===== src/rtl/spi_cmd_sequencer_if.sv =====
// Bundle of the command, response and SPI-driver signals of spi_cmd_sequencer.
//
// Handshake rule for the cmd_* and rsp_* channels: a transfer happens on a
// rising clk edge where both valid and ready are 1. The producer holds its
// payload stable while valid is 1 and it has not yet seen ready.
interface spi_cmd_sequencer_if #(
  parameter int PACKAGE_SIZE = 8
);
  logic                    cmd_valid;
  logic                    cmd_ready;
  logic                    cmd_rw;
  logic [PACKAGE_SIZE-2:0] cmd_addr;
  logic [PACKAGE_SIZE-1:0] cmd_data;

  logic                    rsp_valid;
  logic                    rsp_ready;
  logic [PACKAGE_SIZE-2:0] rsp_addr;
  logic [PACKAGE_SIZE-1:0] rsp_data;

  logic                    spi_rw_op;
  logic [PACKAGE_SIZE-2:0] spi_addr;
  logic [PACKAGE_SIZE-1:0] spi_data;
  logic                    spi_send;
  logic                    spi_busy;
  logic                    spi_data_ready;
  logic [PACKAGE_SIZE-1:0] spi_data_out;

  // Sequencer side.
  modport master (
    input  cmd_valid, cmd_rw, cmd_addr, cmd_data,
    output cmd_ready,
    output rsp_valid, rsp_addr, rsp_data,
    input  rsp_ready,
    output spi_rw_op, spi_addr, spi_data, spi_send,
    input  spi_busy, spi_data_ready, spi_data_out
  );

  // Environment side: command source, response sink and SPI driver.
  modport slave (
    output cmd_valid, cmd_rw, cmd_addr, cmd_data,
    input  cmd_ready,
    input  rsp_valid, rsp_addr, rsp_data,
    output rsp_ready,
    input  spi_rw_op, spi_addr, spi_data, spi_send,
    output spi_busy, spi_data_ready, spi_data_out
  );
endinterface


===== src/rtl/spi_cmd_sequencer.sv =====
// Queues register read/write commands and plays them one at a time into an
// SPI driver, returning read results on a response channel. Every wait on the
// driver is bounded by a timer; an expired wait drops the command and raises
// a sticky error flag.
module spi_cmd_sequencer #(
  parameter int PACKAGE_SIZE = 8,
  parameter int DEPTH        = 4,
  parameter int TIMEOUT      = 64
) (
  input  logic                   clk,
  input  logic                   rst,
  spi_cmd_sequencer_if.master    bus,
  output logic [$clog2(DEPTH):0] level,
  output logic                   timeout_err,
  input  logic                   err_clr,
  output logic                   idle,
  output logic [1:0]             o_dbg_state
);

  localparam int AW = $clog2(DEPTH);
  localparam int FW = 2 * PACKAGE_SIZE;      // {rw, addr, data}
  localparam int TW = $clog2(TIMEOUT) + 1;
  localparam logic [AW:0]   LVL_FULL  = (AW+1)'(DEPTH);
  localparam logic [TW-1:0] TIMER_END = TW'(TIMEOUT - 1);

  typedef enum logic [1:0] {
    ST_IDLE    = 2'd0,
    ST_LAUNCH  = 2'd1,
    ST_ACTIVE  = 2'd2,
    ST_CAPTURE = 2'd3
  } state_t;

  state_t r_state;
  state_t w_state_nxt;

  logic [FW-1:0]           r_mem [DEPTH];
  logic [AW-1:0]           r_wr_ptr;
  logic [AW-1:0]           r_rd_ptr;
  logic [AW:0]             r_level;

  logic [TW-1:0]           r_timer;
  logic                    r_spi_rw;
  logic [PACKAGE_SIZE-2:0] r_spi_addr;
  logic [PACKAGE_SIZE-1:0] r_spi_data;
  logic                    r_spi_send;
  logic                    r_rsp_valid;
  logic [PACKAGE_SIZE-2:0] r_rsp_addr;
  logic [PACKAGE_SIZE-1:0] r_rsp_data;
  logic                    r_timeout_err;

  logic                    w_push;
  logic                    w_launch;
  logic                    w_busy_seen;
  logic                    w_capture;
  logic                    w_timeout;
  logic                    w_timer_clr;
  logic                    w_timer_inc;
  logic                    w_timer_exp;
  logic [FW-1:0]           w_head;

  assign w_push      = bus.cmd_valid && bus.cmd_ready;
  assign w_head      = r_mem[r_rd_ptr];
  assign w_timer_exp = (r_timer == TIMER_END);

  assign bus.cmd_ready = (r_level != LVL_FULL);
  assign bus.rsp_valid = r_rsp_valid;
  assign bus.rsp_addr  = r_rsp_addr;
  assign bus.rsp_data  = r_rsp_data;
  assign bus.spi_rw_op = r_spi_rw;
  assign bus.spi_addr  = r_spi_addr;
  assign bus.spi_data  = r_spi_data;
  assign bus.spi_send  = r_spi_send;

  assign level       = r_level;
  assign timeout_err = r_timeout_err;
  assign idle        = (r_state == ST_IDLE) && (r_level == '0);
  assign o_dbg_state = r_state;

  // Command storage; the array itself needs no reset because the pointers guard it.
  always_ff @(posedge clk) begin
    if (w_push) r_mem[r_wr_ptr] <= {bus.cmd_rw, bus.cmd_addr, bus.cmd_data};
  end

  // FIFO pointers and occupancy; a pop is a launch out of IDLE.
  always_ff @(posedge clk or posedge rst) begin
    if (rst) begin
      r_wr_ptr <= '0;
      r_rd_ptr <= '0;
      r_level  <= '0;
    end else begin
      if (w_push)   r_wr_ptr <= r_wr_ptr + AW'(1);
      if (w_launch) r_rd_ptr <= r_rd_ptr + AW'(1);
      case ({w_push, w_launch})
        2'b10:   r_level <= r_level + (AW+1)'(1);
        2'b01:   r_level <= r_level - (AW+1)'(1);
        default: r_level <= r_level;
      endcase
    end
  end

  // FSM state register.
  always_ff @(posedge clk or posedge rst) begin
    if (rst) r_state <= ST_IDLE;
    else     r_state <= w_state_nxt;
  end

  // FSM next state and per-cycle actions; the timer only runs while waiting on the driver.
  always_comb begin
    w_state_nxt = r_state;
    w_launch    = 1'b0;
    w_busy_seen = 1'b0;
    w_capture   = 1'b0;
    w_timeout   = 1'b0;
    w_timer_clr = 1'b0;
    w_timer_inc = 1'b0;
    case (r_state)
      ST_IDLE: begin
        if (r_level != '0) begin
          w_launch    = 1'b1;
          w_timer_clr = 1'b1;
          w_state_nxt = ST_LAUNCH;
        end
      end
      ST_LAUNCH: begin
        if (bus.spi_busy) begin
          w_busy_seen = 1'b1;
          w_timer_clr = 1'b1;
          w_state_nxt = ST_ACTIVE;
        end else if (w_timer_exp) begin
          w_timeout   = 1'b1;
          w_timer_clr = 1'b1;
          w_state_nxt = ST_IDLE;
        end else begin
          w_timer_inc = 1'b1;
        end
      end
      ST_ACTIVE: begin
        if (!bus.spi_busy) begin
          if (r_spi_rw) begin
            w_timer_clr = 1'b1;
            w_state_nxt = ST_CAPTURE;
          end else begin
            w_state_nxt = ST_IDLE;
          end
        end else if (w_timer_exp) begin
          w_timeout   = 1'b1;
          w_timer_clr = 1'b1;
          w_state_nxt = ST_IDLE;
        end else begin
          w_timer_inc = 1'b1;
        end
      end
      ST_CAPTURE: begin
        // Data present but response slot still occupied: stall without counting.
        if (bus.spi_data_ready) begin
          if (!r_rsp_valid || bus.rsp_ready) begin
            w_capture   = 1'b1;
            w_state_nxt = ST_IDLE;
          end
        end else if (w_timer_exp) begin
          w_timeout   = 1'b1;
          w_timer_clr = 1'b1;
          w_state_nxt = ST_IDLE;
        end else begin
          w_timer_inc = 1'b1;
        end
      end
      default: w_state_nxt = ST_IDLE;
    endcase
  end

  // Wait timer.
  always_ff @(posedge clk or posedge rst) begin
    if (rst)              r_timer <= '0;
    else if (w_timer_clr) r_timer <= '0;
    else if (w_timer_inc) r_timer <= r_timer + TW'(1);
  end

  // SPI driver outputs: loaded at launch, held until the next launch.
  always_ff @(posedge clk or posedge rst) begin
    if (rst) begin
      r_spi_rw   <= 1'b0;
      r_spi_addr <= '0;
      r_spi_data <= '0;
      r_spi_send <= 1'b0;
    end else if (w_launch) begin
      r_spi_rw   <= w_head[FW-1];
      r_spi_addr <= w_head[FW-2 -: (PACKAGE_SIZE-1)];
      r_spi_data <= w_head[PACKAGE_SIZE-1:0];
      r_spi_send <= 1'b1;
    end else if (w_busy_seen || w_timeout) begin
      r_spi_send <= 1'b0;
    end
  end

  // Response register; a capture in the same cycle as a consume keeps valid high.
  always_ff @(posedge clk or posedge rst) begin
    if (rst) begin
      r_rsp_valid <= 1'b0;
      r_rsp_addr  <= '0;
      r_rsp_data  <= '0;
    end else if (w_capture) begin
      r_rsp_valid <= 1'b1;
      r_rsp_addr  <= r_spi_addr;
      r_rsp_data  <= bus.spi_data_out;
    end else if (r_rsp_valid && bus.rsp_ready) begin
      r_rsp_valid <= 1'b0;
    end
  end

  // Sticky timeout flag; a new timeout beats a simultaneous clear.
  always_ff @(posedge clk or posedge rst) begin
    if (rst)            r_timeout_err <= 1'b0;
    else if (w_timeout) r_timeout_err <= 1'b1;
    else if (err_clr)   r_timeout_err <= 1'b0;
  end

endmodule

===== src/flat_wrapper.sv =====
// flat-port wrapper written by rule: the top's interface ports become plain ports
module spi_cmd_sequencer_flat 
#(
  parameter int PACKAGE_SIZE = 8,
  parameter int DEPTH        = 4,
  parameter int TIMEOUT      = 64
)
  (clk, rst, level, timeout_err, err_clr, idle, o_dbg_state, bus_cmd_valid, bus_cmd_rw, bus_cmd_addr, bus_cmd_data, bus_cmd_ready, bus_rsp_valid, bus_rsp_addr, bus_rsp_data, bus_rsp_ready, bus_spi_rw_op, bus_spi_addr, bus_spi_data, bus_spi_send, bus_spi_busy, bus_spi_data_ready, bus_spi_data_out);
  spi_cmd_sequencer_if #(.PACKAGE_SIZE(PACKAGE_SIZE)) bus_i ();
  input  logic clk;
  input  logic rst;
  output logic [$clog2(DEPTH):0] level;
  output logic timeout_err;
  input  logic err_clr;
  output logic idle;
  output logic [1:0] o_dbg_state;
  input wire logic [$bits(bus_i.cmd_valid)-1:0] bus_cmd_valid;
  input wire logic [$bits(bus_i.cmd_rw)-1:0] bus_cmd_rw;
  input wire logic [$bits(bus_i.cmd_addr)-1:0] bus_cmd_addr;
  input wire logic [$bits(bus_i.cmd_data)-1:0] bus_cmd_data;
  output wire logic [$bits(bus_i.cmd_ready)-1:0] bus_cmd_ready;
  output wire logic [$bits(bus_i.rsp_valid)-1:0] bus_rsp_valid;
  output wire logic [$bits(bus_i.rsp_addr)-1:0] bus_rsp_addr;
  output wire logic [$bits(bus_i.rsp_data)-1:0] bus_rsp_data;
  input wire logic [$bits(bus_i.rsp_ready)-1:0] bus_rsp_ready;
  output wire logic [$bits(bus_i.spi_rw_op)-1:0] bus_spi_rw_op;
  output wire logic [$bits(bus_i.spi_addr)-1:0] bus_spi_addr;
  output wire logic [$bits(bus_i.spi_data)-1:0] bus_spi_data;
  output wire logic [$bits(bus_i.spi_send)-1:0] bus_spi_send;
  input wire logic [$bits(bus_i.spi_busy)-1:0] bus_spi_busy;
  input wire logic [$bits(bus_i.spi_data_ready)-1:0] bus_spi_data_ready;
  input wire logic [$bits(bus_i.spi_data_out)-1:0] bus_spi_data_out;
  assign bus_i.cmd_valid = bus_cmd_valid;
  assign bus_i.cmd_rw = bus_cmd_rw;
  assign bus_i.cmd_addr = bus_cmd_addr;
  assign bus_i.cmd_data = bus_cmd_data;
  assign bus_cmd_ready = bus_i.cmd_ready;
  assign bus_rsp_valid = bus_i.rsp_valid;
  assign bus_rsp_addr = bus_i.rsp_addr;
  assign bus_rsp_data = bus_i.rsp_data;
  assign bus_i.rsp_ready = bus_rsp_ready;
  assign bus_spi_rw_op = bus_i.spi_rw_op;
  assign bus_spi_addr = bus_i.spi_addr;
  assign bus_spi_data = bus_i.spi_data;
  assign bus_spi_send = bus_i.spi_send;
  assign bus_i.spi_busy = bus_spi_busy;
  assign bus_i.spi_data_ready = bus_spi_data_ready;
  assign bus_i.spi_data_out = bus_spi_data_out;
  spi_cmd_sequencer #(.PACKAGE_SIZE(PACKAGE_SIZE), .DEPTH(DEPTH), .TIMEOUT(TIMEOUT)) u_core (.clk(clk), .rst(rst), .bus(bus_i), .level(level), .timeout_err(timeout_err), .err_clr(err_clr), .idle(idle), .o_dbg_state(o_dbg_state));
endmodule

===== config.mk =====
export PLATFORM = sky130hd
export DESIGN_NAME = spi_cmd_sequencer_flat
export DESIGN_NICKNAME = d
export VERILOG_FILES = /design/src/rtl/spi_cmd_sequencer_if.sv /design/src/rtl/spi_cmd_sequencer.sv /design/src/flat_wrapper.sv
export SDC_FILE = /design/constraint.sdc
export NUM_CORES = 1
export LEC_CHECK = 0
export CORE_UTILIZATION = 24
export CTS_BUF_LIST = sky130_fd_sc_hd__clkbuf_8
export CTS_CLUSTER_SIZE = 25
export DETAILED_ROUTE_END_ITERATION = 6
export MAX_ROUTING_LAYER = met4
export SYNTH_ARGS = -nofsm -noshare
export SYNTH_HDL_FRONTEND = slang
export SYNTH_SLANG_ARGS = --single-unit

===== constraint.sdc =====
create_clock -name clk -period 2.1 [get_ports clk]
set_input_delay 0.63 -clock clk [delete_from_list [all_inputs] [get_ports clk]]
set_output_delay 0.63 -clock clk [all_outputs]
set_load 0.01 [all_outputs]

==> metrics.yaml, run 1 <==
final_max_slew_viol_count: 0
gr-usage-met1_pct: 11.9
period_needed_ns: 2.15
place.port_buffers: 71
number_of_cells_in_the_design_after_placement: 589
setup.worst_path.class: "register to output pin"
synth.top_cells.by_area: "sky130_fd_sc_hd__edfxtp_1 42%, sky130_fd_sc_hd__dfrtp_1 27%, sky130_fd_sc_hd__mux2_2 7.9%"
gr-usage-all-layers_pct: 10.7
timing.critical_path.cells: "or3_4 -> nor3_4 -> buf_2"
timing.final.crit_share_pct: 102
post-dp-hpwl_mm: 6.10
ioPinCount: 72
placeableCoreArea_mm2: 0.0186
floorplan.initialDensity_pct: 24.5
fin_total_pwr_mw: 9.40
final_antenna_net_count: 0
crit_slowest_cell: "sky130_fd_sc_hd__dfrtp_1"
worst_setup_hold_path_clk_slew_ns: 0.07
router_iterations_before_antenna_repair: 4
flow.area_growth_from_synthesis_pct: 39.8
detail_route.iter0.violations: 125
final-hold-violation-count: 0
htree_levels: 4
cp_data_arrival_time_ns: 1.52
chipHeight_um: 140
antenna_found_initial: 1
powerDensity_mw_per_mm2: 1470
synth.ff_latch_count: 114
rows: 50
finish.utilization_pct: 34.2
synth_fp_nets: 303
clock_latency_ns: 0.43
globalRoute.busiestLayer: "met2"
worst_hold_path_type: "register to register"
sequential_share_of_the_synthesized_area_pct: 69.6
synth_area_mm2: 0.00456
synth.yosys.warnings: 0
clk_root_buffer_cell: "sky130_fd_sc_hd__clkbuf_8"
path_max_fanout: 2
synthCells: 265
place.gp.congestion: 0.784
result_of_the_run: "finished, violations left"
ys_async_sr_fraction_pct: 43.9
fp.dieArea_mm2: 0.0196
startpoint_type: "register"
pin_count_of_the_biggest_net_entering_global_routing: 51
wl_per_cell_um: 15.0
wire_length_of_the_first_global_routing_pass_mm: 15.0
rsz0062_at_grt: "true"
vias: 2688
met2_usage_pct: 17.3
clock_sinks: 114
worst_ir_drop_vdd_uv: 511
global_route.overflow_total: 0
setup_viol: 1
synth_top_area_share_pct: 42.1
cellLeakagePower_nw: 2.42
syn-mean-instance-area_um2: 17.2
numCtsBuffers: 17
crit_required_ns: 1.47
max-clock-path-buffers: 2
final_cell_count_no_fill: 626
dp_worst_setup_slack_ns: -0.311
critical_path.endpoint_type: "output pin"
postLayoutSetupSlackWorst_ns: -0.0521
slew-limit-headroom_pct: 80.7
tightest_slew_ns: 0.287
final_nets: 416
worst_skew_ns: 0.0111
cap_violations: 0
max_frequency_mhz: 465
worst-path-buf-inv: 1
remaining_drc_errors: 0
yosys_most_used_dff: "sky130_fd_sc_hd__edfxtp_1"
synth_enable_flop_cells: 64
cts_tree: "done"
totalWireLength_mm: 9.37
grt_util_met3_pct: 4.44
violations: "negative setup slack"
synthDominantAreaCellType: "sky130_fd_sc_hd__edfxtp_1"
top_family_by_delay_on_critical_path: "simple AND/OR/NAND/NOR gates"
critical_path.max_stage_delay_ns: 0.40
synth_cell_type_count: 41
detail_route.vias_per_cell: 4.29
die_x_um: 140
final_layout_size_suffix_gt1_share_pct: 32.2
first_global_vias: 2804
[synth_stat cells, drive strengths merged (2+ instances only)]
library cell and number:
o31ai 5, mux4 16, dfrtp 50, nor2 4, nand2 10, edfxtp 64
and3 6, o21ai 4, nand2b 2, nor3 2, inv 11, nand3 3
or3 3, xnor2 4, buf 7, mux2 32, clkbuf 4, a22oi 7
or4 3, a21oi 2, o211ai 2, and2 2, nor2b 2, ha 6
xor2 2
[through the flow]
stage | area, um2 | setup TNS (ns) | hold WS, ns
after floorplan | 4590 | 0 | 0.502
after global placement | 5830 | -2.22 | 0.490
after detailed placement | 5830 | -2.95 | 0.494
after CTS | 6360 | -0.145 | 0.510
after global routing | 6380 | -0.141 | 0.526
final | 6380 | -0.0521 | 0.506
[state kept, by name, summed over array words and instances (netlist names)]
name and flops:
u_core.o_dbg_state 2, u_core.bus.spi_rw_op 1, u_core.r_wr_ptr 2, u_core.bus.rsp_addr 7, u_core.r_mem 64, u_core.bus.spi_send 1
u_core.level 3, u_core.r_timer 7, u_core.bus.rsp_valid 1, u_core.bus.spi_data 8, u_core.bus.spi_addr 7, u_core.r_rd_ptr 2
u_core.bus.rsp_data 8, u_core.timeout_err 1
[final timing paths]
path | from | end | slack (ns) | depth (start not counted)
worst max-delay path | u_core.level[0] | idle | -0.05 | 3
max in group asynchronous | rst | u_core.bus.spi_addr[0] | 1.28 | 3
min in group asynchronous | rst | u_core.bus.rsp_data[2] | 0.57 | 3
worst min-delay path | u_core.bus.rsp_data[6] | u_core.bus.rsp_data[6] | 0.51 | 1
worst max register to register | u_core.level[1] | u_core.level[2] | 0.15 | 11
worst min register to register | u_core.bus.rsp_data[6] | u_core.bus.rsp_data[6] | 0.51 | 1
[layout make-up]
class	instances	area (um2)
Multi-Input combinational cell	129	1330
Inverter	11	46.3
Tap cell	234	293
Timing Repair Buffer	105	1040
Clock buffer	19	262
Clock inverter	13	230
Sequential cell	114	3170
Antenna cell	1	2.50
Fill cell	1791	12300
[report_power, final]
part           total (mW)  switching, mW  internal (mW)  leakage, nW
logic                3.51           1.49           2.02        0.980
clock network        2.49          0.890           1.60        0.244
registers            3.41          0.317           3.09         1.19
total                9.40           2.70           6.71         2.42
[layout by cell type (no fill, tap or decap), drive strengths merged, types with 2 or more instances in the layout]
| cell type | netlist | final |
|---|---|---|
| clkdlybuf4s50 | 0 | 64 |
| edfxtp | 64 | 64 |
| dfrtp | 50 | 50 |
| buf | 7 | 36 |
| mux2 | 32 | 32 |
| clkbuf | 4 | 19 |
| mux4 | 16 | 16 |
| inv | 11 | 14 |
| nand2 | 10 | 10 |
| a22oi | 7 | 7 |
| and3 | 6 | 6 |
| bufinv | 0 | 6 |
| ha | 6 | 6 |
| o31ai | 5 | 5 |
| dlygate4sd2 | 0 | 5 |
| nor2 | 4 | 4 |
| xnor2 | 4 | 4 |
| o21ai | 4 | 4 |
| or4 | 3 | 3 |
| nand3 | 3 | 3 |
| or3 | 3 | 3 |
| xor2 | 2 | 2 |
| nand2b | 2 | 2 |
| o211ai | 2 | 2 |
| a21oi | 2 | 2 |
| nor2b | 2 | 2 |
| clkinvlp | 0 | 2 |
| and2 | 2 | 2 |
| nor3 | 2 | 2 |
| clkinv | 0 | 2 |
[metal layers]
| metal | part of all wire [%] | vias to the layer above |
|---|---|---|
| li1 | - | 1241 |
| met1 | 43 | 1370 |
| met2 | 51 | 67 |
| met3 | 6.0 | 10 |
| met4 | 0.73 | 0 |
| met5 | 0 | - |
[logic make-up after synthesis]
logic type | after synthesis | synth area share (%)
adder cells (fa/ha/maj) | 7 | 2.08
flip-flops | 114 | 69.6
AO/OA/AOI/OAI | 25 | 3.81
buffers and inverters | 22 | 2.14
multiplexers | 49 | 16.0
AND/OR/NAND/NOR | 42 | 5.24
XOR/XNOR | 6 | 1.15
[repair_timing]
action                                  4_1_cts  5_1_grt
setup buffers                                 3        1
endpoints found under the hold margin         0        0
hold buffers                                  0        0
resized for setup                            20        4
endpoints found under the setup margin        6        4
pin swaps                                     1        2
No activity file was read; power rests on OpenSTA's default activity.
==> run 2, diff against run 1 <==
==> constraint.sdc (replaced) <==
create_clock -name clk -period 2.5 [get_ports clk]
set_input_delay 0.75 -clock clk [delete_from_list [all_inputs] [get_ports clk]]
set_output_delay 0.75 -clock clk [all_outputs]
set_load 0.005 [all_outputs]
==> metrics.yaml, run 2 (synthesized netlist as in run 1, its figures left out) <==
gr-usage-all-layers_pct: 11.1  # +0.36 points
detail_route.iter0.violations: 140  # +12%
remaining_drc_errors: 0  # unchanged
place.port_buffers: 71  # unchanged
timing.hold.ws_ns: 0.508  # +0.00201 ns
cellLeakagePower_nw: 2.31  # -4.2%
flow.area_growth_from_synthesis_pct: 35.6
fp.dieArea_mm2: 0.0196  # unchanged
slew-limit-headroom_pct: 40.3  # -40 points
chipHeight_um: 140  # unchanged
tightest_slew_ns: 0.889  # +0.602 ns
numCtsBuffers: 17  # unchanged
powerDensity_mw_per_mm2: 1180  # -20%
cts_tree: "done"
layout_commonest_cell: "sky130_fd_sc_hd__clkdlybuf4s50_1"
totalWireLength_mm: 9.60  # +2.4%
fin_total_pwr_mw: 7.32  # -22%
die_x_um: 140  # unchanged
pin_count_of_the_biggest_net_entering_global_routing: 51  # unchanged
global_route.overflow_total: 0  # unchanged
worst_hold_path_type: "register to register"
result_of_the_run: "complete, no violations"
final-hold-violation-count: 0  # unchanged
detail_route.vias_per_cell: 4.34  # +1.1%
final_max_slew_viol_count: 0  # unchanged
antenna-diode-count: 0  # -1
worst-path-buf-inv: 1  # unchanged
final_area_mm2: 0.00619  # -3.0%
first_global_vias: 2919  # +4.1%
path_max_fanout: 2  # unchanged
layout.cells.most_common_list: "69 x sky130_fd_sc_hd__clkdlybuf4s50_1, 64 x sky130_fd_sc_hd__edfxtp_1, 50 x sky130_fd_sc_hd__dfrtp_1"
largest_reg_flops: 64  # unchanged
router_iterations_before_antenna_repair: 6  # +2
ioPinCount: 72  # unchanged
crit_required_ns: 1.75  # +0.28 ns
layout_filler_cell_count: 1821  # +1.7%
critical_path.endpoint_type: "output pin"
rsz0062_at_grt: "false"
placedInstanceArea_mm2: 0.00575  # -1.5%
clk_root_buffer_cell: "sky130_fd_sc_hd__clkbuf_8"
worst_setup_hold_path_clk_slew_ns: 0.08  # about the same
setup.worst_path.class: "register to output pin"
max-clock-path-buffers: 2  # unchanged
post-dp-hpwl_mm: 6.21  # +1.8%
setup_viol: 0  # -1
clock_sinks: 114  # unchanged
final_layout_size_suffix_gt1_share_pct: 28.5  # -3.7 points
rows: 50  # unchanged
cap_violations: 0  # unchanged
crit_slowest_cell: "sky130_fd_sc_hd__or3_4"
placeableCoreArea_mm2: 0.0186  # unchanged
finish.utilization_pct: 33.2  # -1.0 points
timing.final.crit_share_pct: 96.4
period_needed_ns: 2.41
wl_per_cell_um: 15.7  # +4.6%
startpoint_type: "register"
critical_path.max_stage_delay_ns: 0.41  # about the same
floorplan.initialDensity_pct: 24.5  # unchanged
tns_ns: 0  # +0.0521 ns
timing.critical_path.cells: "or3_4 -> nor3_4 -> dlygate4sd2_1"
vias: 2660  # -1.0%
wire_length_of_the_first_global_routing_pass_mm: 15.6  # +4.0%
registers.top_by_ff_count: "u_core.r_mem"
worst_ir_drop_vdd_uv: 493  # -3.5%
max_frequency_mhz: 415
final_nets: 404  # -2.9%
htree_levels: 4  # unchanged
final_antenna_net_count: 0  # unchanged
top_family_by_delay_on_critical_path: "simple AND/OR/NAND/NOR gates"
clock_latency_ns: 0.42  # about the same
cts.hold.buffers_added: 0  # unchanged
worst_skew_ns: 0.0118  # +0.000675 ns
place.gp.congestion: 0.776  # -0.94%
antenna_found_initial: 0  # -1
cp_data_arrival_time_ns: 1.66  # +0.14 ns
## run 2: cell count changes in the layout (fill, tap and decap cells not counted), sizes merged, moves of 2 or more
cell and change:
buf -14, bufinv -3, clkdlybuf4s50 +5, clkbuf -2, dlygate4sd2 -4, clkinv +4
## run 2: final cells by class
cell class	instances	area [um2]	share of cell area [%]
clock inverter	15	180	2.91
tap	234	293	4.73
multi-input combinational	129	1310	21.2
inverter	11	41.3	0.667
sequential	114	3170	51.3
timing repair buffer	93	952	15.4
clock buffer	17	234	3.78
## run 2: power by group
group	leakage (nW)	internal [mW]	total [mW]	switching, mW
logic	0.918	1.58	2.66	1.08
registers	1.19	2.60	2.87	0.279
clock network	0.205	0.994	1.78	0.785
## run 2: timing repair
item                       4_1_cts  5_1_grt
cloned                           0        0
resized for setup                5        1
hold endpoints to repair         0        0
pin swaps                        0        0
setup endpoints to repair        2        1
setup buffers                    0        0
## run 2: path summary, 6_finish.rpt
kind | to | start | slack [ns] | depth (start not counted)
max | idle | u_core.level[2] | 0.09 | 3
min | u_core.bus.rsp_addr[2] | u_core.bus.rsp_addr[2] | 0.51 | 1
max reg2reg | u_core.level[2] | u_core.level[0] | 0.39 | 11
min reg2reg | u_core.bus.rsp_addr[2] | u_core.bus.rsp_addr[2] | 0.51 | 1
max in group asynchronous | u_core.bus.spi_data[7] | rst | 1.55 | 3
min in group asynchronous | u_core.bus.rsp_data[4] | rst | 0.69 | 3
## run 2: per-stage QoR
stage	std cells	worst slack, ns
2_1_floorplan	265	0.308
3_3_place_gp	581	0.0422
3_5_place_dp	581	-0.00519
4_1_cts	613	0.0304
5_1_grt	613	0.0243
6_report	613	0.0903
## run 2: per-layer routing
metal | up-vias | part of all wire [%] | global-route usage [%]
met1 | 1359 | 43 | 12.2
met4 | 0 | 0.86 | 3.64
met2 | 69 | 51 | 18.5
met5 | - | 0 | -
li1 | 1223 | - | -
met3 | 9 | 5.1 | 3.99
==> variant 1 (flow settings as in run 1) <==
`DEPTH` is set to 4 in 2 places; all go to 8.
--- a/src/rtl/spi_cmd_sequencer.sv
+++ b/src/rtl/spi_cmd_sequencer.sv
@@ -4,7 +4,7 @@
 // a sticky error flag.
 module spi_cmd_sequencer #(
   parameter int PACKAGE_SIZE = 8,
-  parameter int DEPTH        = 4,
+  parameter int DEPTH        = 8,
   parameter int TIMEOUT      = 64
 ) (
   input  logic                   clk,
--- a/src/flat_wrapper.sv
+++ b/src/flat_wrapper.sv
@@ -2,7 +2,7 @@
 module spi_cmd_sequencer_flat 
 #(
   parameter int PACKAGE_SIZE = 8,
-  parameter int DEPTH        = 4,
+  parameter int DEPTH        = 8,
   parameter int TIMEOUT      = 64
 )
   (clk, rst, level, timeout_err, err_clr, idle, o_dbg_state, bus_cmd_valid, bus_cmd_rw, bus_cmd_addr, bus_cmd_data, bus_cmd_ready, bus_rsp_valid, bus_rsp_addr, bus_rsp_data, bus_rsp_ready, bus_spi_rw_op, bus_spi_addr, bus_spi_data, bus_spi_send, bus_spi_busy, bus_spi_data_ready, bus_spi_data_out);
Ports: changed (resized level); port bits go from 72 to 73. No check against the original RTL was run, so the function may have changed too.
==> variant 1 against run 1 <==
The flow still finishes with violations (setup timing). Wire length is 62% higher. Final area is 45% higher. Combinational power is 33% higher. Synthesized area is 58% higher. Sequential power is 48% higher. Clock power is 8% lower. Maximum frequency is 9.8% lower. Cell count is 48% higher. Die area is 57% higher. Power is 28% higher. Setup slack worse by 230 ps. Register-to-register slack worse by 230 ps. Synthesized cell count is 54% higher. Sequential cell count is 67 higher. Highest routed layer unchanged.
==> variant 1: results (changes against run 1) <==
| Metric | Value |
|---|---|
| Status | `finished with violations (unchanged)` |
| Failing checks | `setup timing (unchanged)` |
| GPL Wtd Cong | `0.788 (was 0.784)` |
| Fillers | `2854 (was 1791)` |
| Max-slew headroom | `0.559 (was 0.807)` |
| Crit path DAT | `1750 ps (was 1520 ps)` |
| First-pass GRT wire length | `24000 microns (was 15000 microns)` |
| GRT Total Usage | `0.109 (was 0.107)` |
| Vias in the first global route | `4238 (was 2804)` |
| Clock skew | `13.4 ps (was 11.1 ps)` |
| # setup viols final | `5 (was 1)` |
| Post-synth cell types | `46 (was 41)` |
| Syn_nets | `444 (was 303)` |
| Slowest-stage cell, CP | `or4_4 (was dfrtp_1)` |
| Cells taking the most area after synthesis | `edfxtp_1 (53%), dfrtp_1 (18%), mux4_2 (10%) (was edfxtp_1 (42%), dfrtp_1 (27%), mux2_2 (7.9%))` |
| Register-to-Register Path Depth | `10 (was 11)` |
| Nets | `557 (was 416)` |
| DR iter-0 viols | `209 (was 125)` |
| Post-synth top cells | `edfxtp_1 (128), dfrtp_1 (53), mux4_2 (32) (was edfxtp_1 (64), dfrtp_1 (50), mux2_2 (32))` |
| Layout cells sized above 1 | `0.289 (was 0.322)` |
| Sequential share of the synthesized area | `0.718 (was 0.696)` |
| Post-detail-place hpwl | `10200 microns (was 6100 microns)` |
| DRT met1 WL | `6390 microns (was 3990 microns)` |
| I/O Buffers | `72 (was 71)` |
| Final WS setup | `-285 ps (was -52.1 ps)` |
| R2R setup slack | `-80 ps (was 150 ps)` |
| Via Count | `3955 (was 2688)` |
| Worst path max stage delay | `550 ps (was 400 ps)` |
| Area post-placement | `8790 sq um (was 5830 sq um)` |
| Largest net degree at the start of global routing | `36 (was 51)` |
| Total clock sinks | `181 (was 114)` |
| Initial antenna violation count | `2 (was 1)` |
## variant 1: cell count changes after synthesis, sizes merged, moves of 6 or more
| cell | before | now |
|---|---|---|
| buf | 7 | 13 |
| edfxtp | 64 | 128 |
| inv | 11 | 5 |
| mux2 | 32 | 17 |
| mux2i | 1 | 16 |
| mux4 | 16 | 32 |
| nand2 | 10 | 29 |
| o21ai | 4 | 23 |
## variant 1: where the power goes
group	internal (W)	leakage, nW	switching (W)
combinational	0.00241	1.28	0.00226
clock	0.000973	0.188	0.00133
sequential	0.00467	1.82	0.000372
total	0.00805	3.29	0.00396
## variant 1: cell type report
| type | instances | area (sq um) | share of cell area |
|---|---|---|---|
| Clock buffer | 17 | 234 | 0.0253 |
| Multi-Input combinational cell | 200 | 2000 | 0.216 |
| Inverter | 5 | 21.3 | 0.00230 |
| Clock inverter | 15 | 146 | 0.0158 |
| Tap cell | 390 | 488 | 0.0527 |
| Antenna cell | 2 | 5.00 | 0.000540 |
| Sequential cell | 181 | 5170 | 0.559 |
| Timing Repair Buffer | 115 | 1190 | 0.129 |
## variant 1: what timing repair did
action,in CTS,in global routing
setup buffers,5,0
setup endpoints to repair,14,55
resized for setup,25,13
pin swaps,2,1
## variant 1: worst max path at each step
stage                          from                 end  slack (ps)  depth (start not counted)
floorplan           u_core.level[3]  u_core.r_mem[6][0]        -100                          4
global placement      bus_cmd_valid     u_core.level[2]        -230                          9
detailed placement     bus_spi_busy   u_core.r_timer[4]        -310                          5
CTS                 u_core.level[1]                idle        -320                          3
global route        u_core.level[3]                idle        -360                          3
finish              u_core.level[1]                idle        -280                          3
## variant 1: cell families after synthesis
logic type / synth area share
compound gates: 0.0422
xor+xnor: 0.00973
fa+ha+maj: 0.0104
buf+inv: 0.0181
flops: 0.718
mux: 0.149
simple gates: 0.0522
## variant 1: through the flow
stage | setup WS (ps) | hold slack (ps) | TNS (ps) | total power (W) | std cells
final | -285 | 457 | -725 | 0.0120 | 925
after global routing | -362 | 473 | -1080 | 0.0127 | 925
after CTS | -322 | 446 | -852 | 0.0121 | 923
after detailed placement | -313 | 480 | -25380 | 0.00977 | 886
after global placement | -225 | 465 | -21760 | 0.00961 | 886
after floorplan | -104 | 486 | -5090 | 0.00771 | 407
## variant 1: per-layer routing
metal / global-route usage / vias to the layer above
met2: 0.180 / 101
met4: 0.0373 / 0
li1: - / 1815
met1: 0.123 / 2020
met3: 0.0342 / 19
met5: - / -
==> variant 2 (config.mk and constraints of run 1) <==
Without the edit above. One comparison of `r_timer` changes from == to >=.
--- a/src/rtl/spi_cmd_sequencer.sv
+++ b/src/rtl/spi_cmd_sequencer.sv
@@ -60,7 +60,7 @@
 
   assign w_push      = bus.cmd_valid && bus.cmd_ready;
   assign w_head      = r_mem[r_rd_ptr];
-  assign w_timer_exp = (r_timer == TIMER_END);
+  assign w_timer_exp = (r_timer >= TIMER_END);
 
   assign bus.cmd_ready = (r_level != LVL_FULL);
   assign bus.rsp_valid = r_rsp_valid;
Behaviour: no difference found for any inputs over 10 cycles, from zero or initial values and one cycle with rst high; that may be too few to reach the edited logic, so the function may still have changed.
==> variant 2 against run 1 <==
The run still ends with setup timing left. Clock skew barely moved. Synthesized cell count did not move. Clock power fell by 24%. Setup slack improved by 29 ps. Power fell by 5.4%. Final area fell by 2.8%. Non-clock buffer count fell by 2. Sequential cell count did not move. Wire length rose by 3.5%. Synthesized area fell by 0.33%. Hold slack got worse by 50 ps. Largest power group unchanged.
==> variant 2: results (changes against run 1) <==
| Metric | Value |
|---|---|
| R2R setup slack | `140 ps` |
| Worst hold margin | `456 ps (was 506 ps)` |
| Worst-path fanout max | `2 (unchanged)` |
| Slew Limit Fails | `0 (unchanged)` |
| WL final | `9700 microns (was 9370 microns)` |
| Clock skew | `11.4 ps (was 11.1 ps)` |
| Worst slew pin tran | `421 ps (was 287 ps)` |
| Nets | `414 (was 416)` |
| Filler-free cell count of the finished design | `618 (was 626)` |
| Cell count after synthesis | `265 (unchanged)` |
| Via Count | `2639 (was 2688)` |
| Layout cells sized above 1 | `0.324 (was 0.322)` |
| Worst path max stage delay | `410 ps` |
| # setup viols final | `1 (unchanged)` |
| Sequential share of the synthesized area | `0.698 (was 0.696)` |
| GPL Wtd Cong | `0.773 (was 0.784)` |
| Placed cells | `582 (was 589)` |
| Syn_nets | `303 (unchanged)` |
| DRT Pass-1 Iters | `6 (was 4)` |
| GRT Total Usage | `0.112 (was 0.107)` |
| Post-synth ARST share | `0.439 (unchanged)` |
| CTS root buffer | `clkbuf_8 (unchanged)` |
| Slowest-stage cell, CP | `dfrtp_1 (unchanged)` |
| First-pass GRT wire length | `15700 microns (was 15000 microns)` |
| Vias in the first global route | `2941 (was 2804)` |
| CTS buffer count | `17 (unchanged)` |
| Largest Register | `u_core.r_mem (unchanged)` |
| Hold Crit Class | `input pin to async pin (was register to register)` |
| Initial antenna violation count | `0 (was 1)` |
| Most used flip-flop cell after synthesis | `edfxtp_1 (unchanged)` |
| Post-synth cell types | `38 (was 41)` |
| Ant diodes | `0 (was 1)` |
| DR iter-0 viols | `118 (was 125)` |
| TNS Setup | `-23.2 ps (was -52.1 ps)` |
| VDD IR max | `420 uV (was 511 uV)` |
| Post-synth top cells | `edfxtp_1 (64), dfrtp_1 (50), mux2_2 (32) (unchanged)` |
| Failing checks | `setup timing (unchanged)` |
| Max reg flops | `64 (unchanged)` |
| Crit path DAT | `1490 ps (was 1520 ps)` |
| Status | `finished with violations (unchanged)` |
| Post-detail-place hpwl | `6480 microns (was 6100 microns)` |
| Largest net degree at the start of global routing | `42 (was 51)` |
| Final WS setup | `-23.2 ps (was -52.1 ps)` |
| Clock-pin transition on the worst setup and hold timing paths | `70 ps (about the same)` |
| EDFF count, synth | `64 (unchanged)` |
| Skew-Pair Late Insertion Delay | `430 ps (about the same)` |
| LEAKAGE | `2.34 nW (was 2.42 nW)` |
| Clk buf depth | `2 (unchanged)` |
| Cells taking the most area after synthesis | `edfxtp_1 (42%), dfrtp_1 (28%), mux2_2 (7.9%) (was edfxtp_1 (42%), dfrtp_1 (27%), mux2_2 (7.9%))` |
| H-tree Lvls | `4 (unchanged)` |
| I/O Buffers | `71 (unchanged)` |
| Ys Warns | `0 (unchanged)` |
[variant 2: cell count changes in the layout (fill, tap and decap cells not counted), sizes merged, moves of 3 or more]
cell and delta:
o21ai +3, clkinv +4, a21o +3, nand2b +3, a22oi -7, bufinv -5, or4 -3, a21oi +3
o31ai -5
[variant 2: worst max-delay path, delay by kind of cell, from the launching register on]
kind                   cells  cell delay [ps]
and+or+nand+nor            2              490
DFF                        1              410
buffers and inverters      1              160
[variant 2: final cells by class]
type                    instances  area [sq um]
repair buffers                103           997
clock inverters                15           135
fillers                      1781         12100
flip-flops and latches        114          3170
well taps                     229           287
inverters                      10          37.5
clock buffers                  17           234
multi-input cells             130          1330
[variant 2: worst paths after layout]
kind | to | from | cells past startpoint
worst min-delay path | u_core.bus.rsp_addr[5] | rst | 2
min in group clk | u_core.bus.spi_data[1] | u_core.bus.spi_data[1] | 1
worst max register to register | u_core.level[2] | u_core.level[1] | 9
worst max-delay path | idle | u_core.level[1] | 3
max in group asynchronous | u_core.bus.spi_rw_op | rst | 3
worst min register to register | u_core.bus.spi_data[1] | u_core.bus.spi_data[1] | 1
[variant 2: stage by stage]
step	instance area [sq um]	util	total power [W]	setup slack (ps)
final	6200	0.339	0.00890	-23.2
after CTS	6180	0.338	0.00900	-45.5
after global placement	5770	0.316	0.00689	-236
after floorplan	4550	-	0.00533	50.9
after detailed placement	5770	0.316	0.00702	-227
after global routing	6200	0.339	0.00946	-106
[variant 2: logic make-up (layout without fill, tap and decap cells)]
group                    count (synthesis)  count (layout)  share of synthesized area
AO/OA/AOI/OAI                           25              25                     0.0371
XOR/XNOR                                 6               6                     0.0116
adder cells (fa/ha/maj)                  7               7                     0.0209
buffers and inverters                   21             145                     0.0201
flip-flops                             114             114                      0.698
multiplexers                            51              51                      0.165
AND/OR/NAND/NOR                         41              41                     0.0473
[variant 2: repair_timing]
action | in CTS | in global routing
hold endpoints to repair | 0 | 0
resized for setup | 18 | 6
endpoints found under the setup margin | 7 | 4
setup buffers | 5 | 0
hold buffers | 0 | 0
pin swaps | 2 | 0
[variant 2: layer usage]
metal	vias to the layer above	global-route usage	part of all wire	routed length, microns
li1	1228	-	-	-
met1	1334	0.128	0.45	4360
met2	70	0.183	0.50	4890
met3	7	0.0310	0.033	320
met4	0	0.0486	0.014	134
met5	-	-	0	0
[variant 2: where the power goes]
part           switching [W]  internal, W  total [W]
combinational        0.00153      0.00198    0.00351
clock               0.000953     0.000944    0.00190
sequential          0.000384      0.00310    0.00348
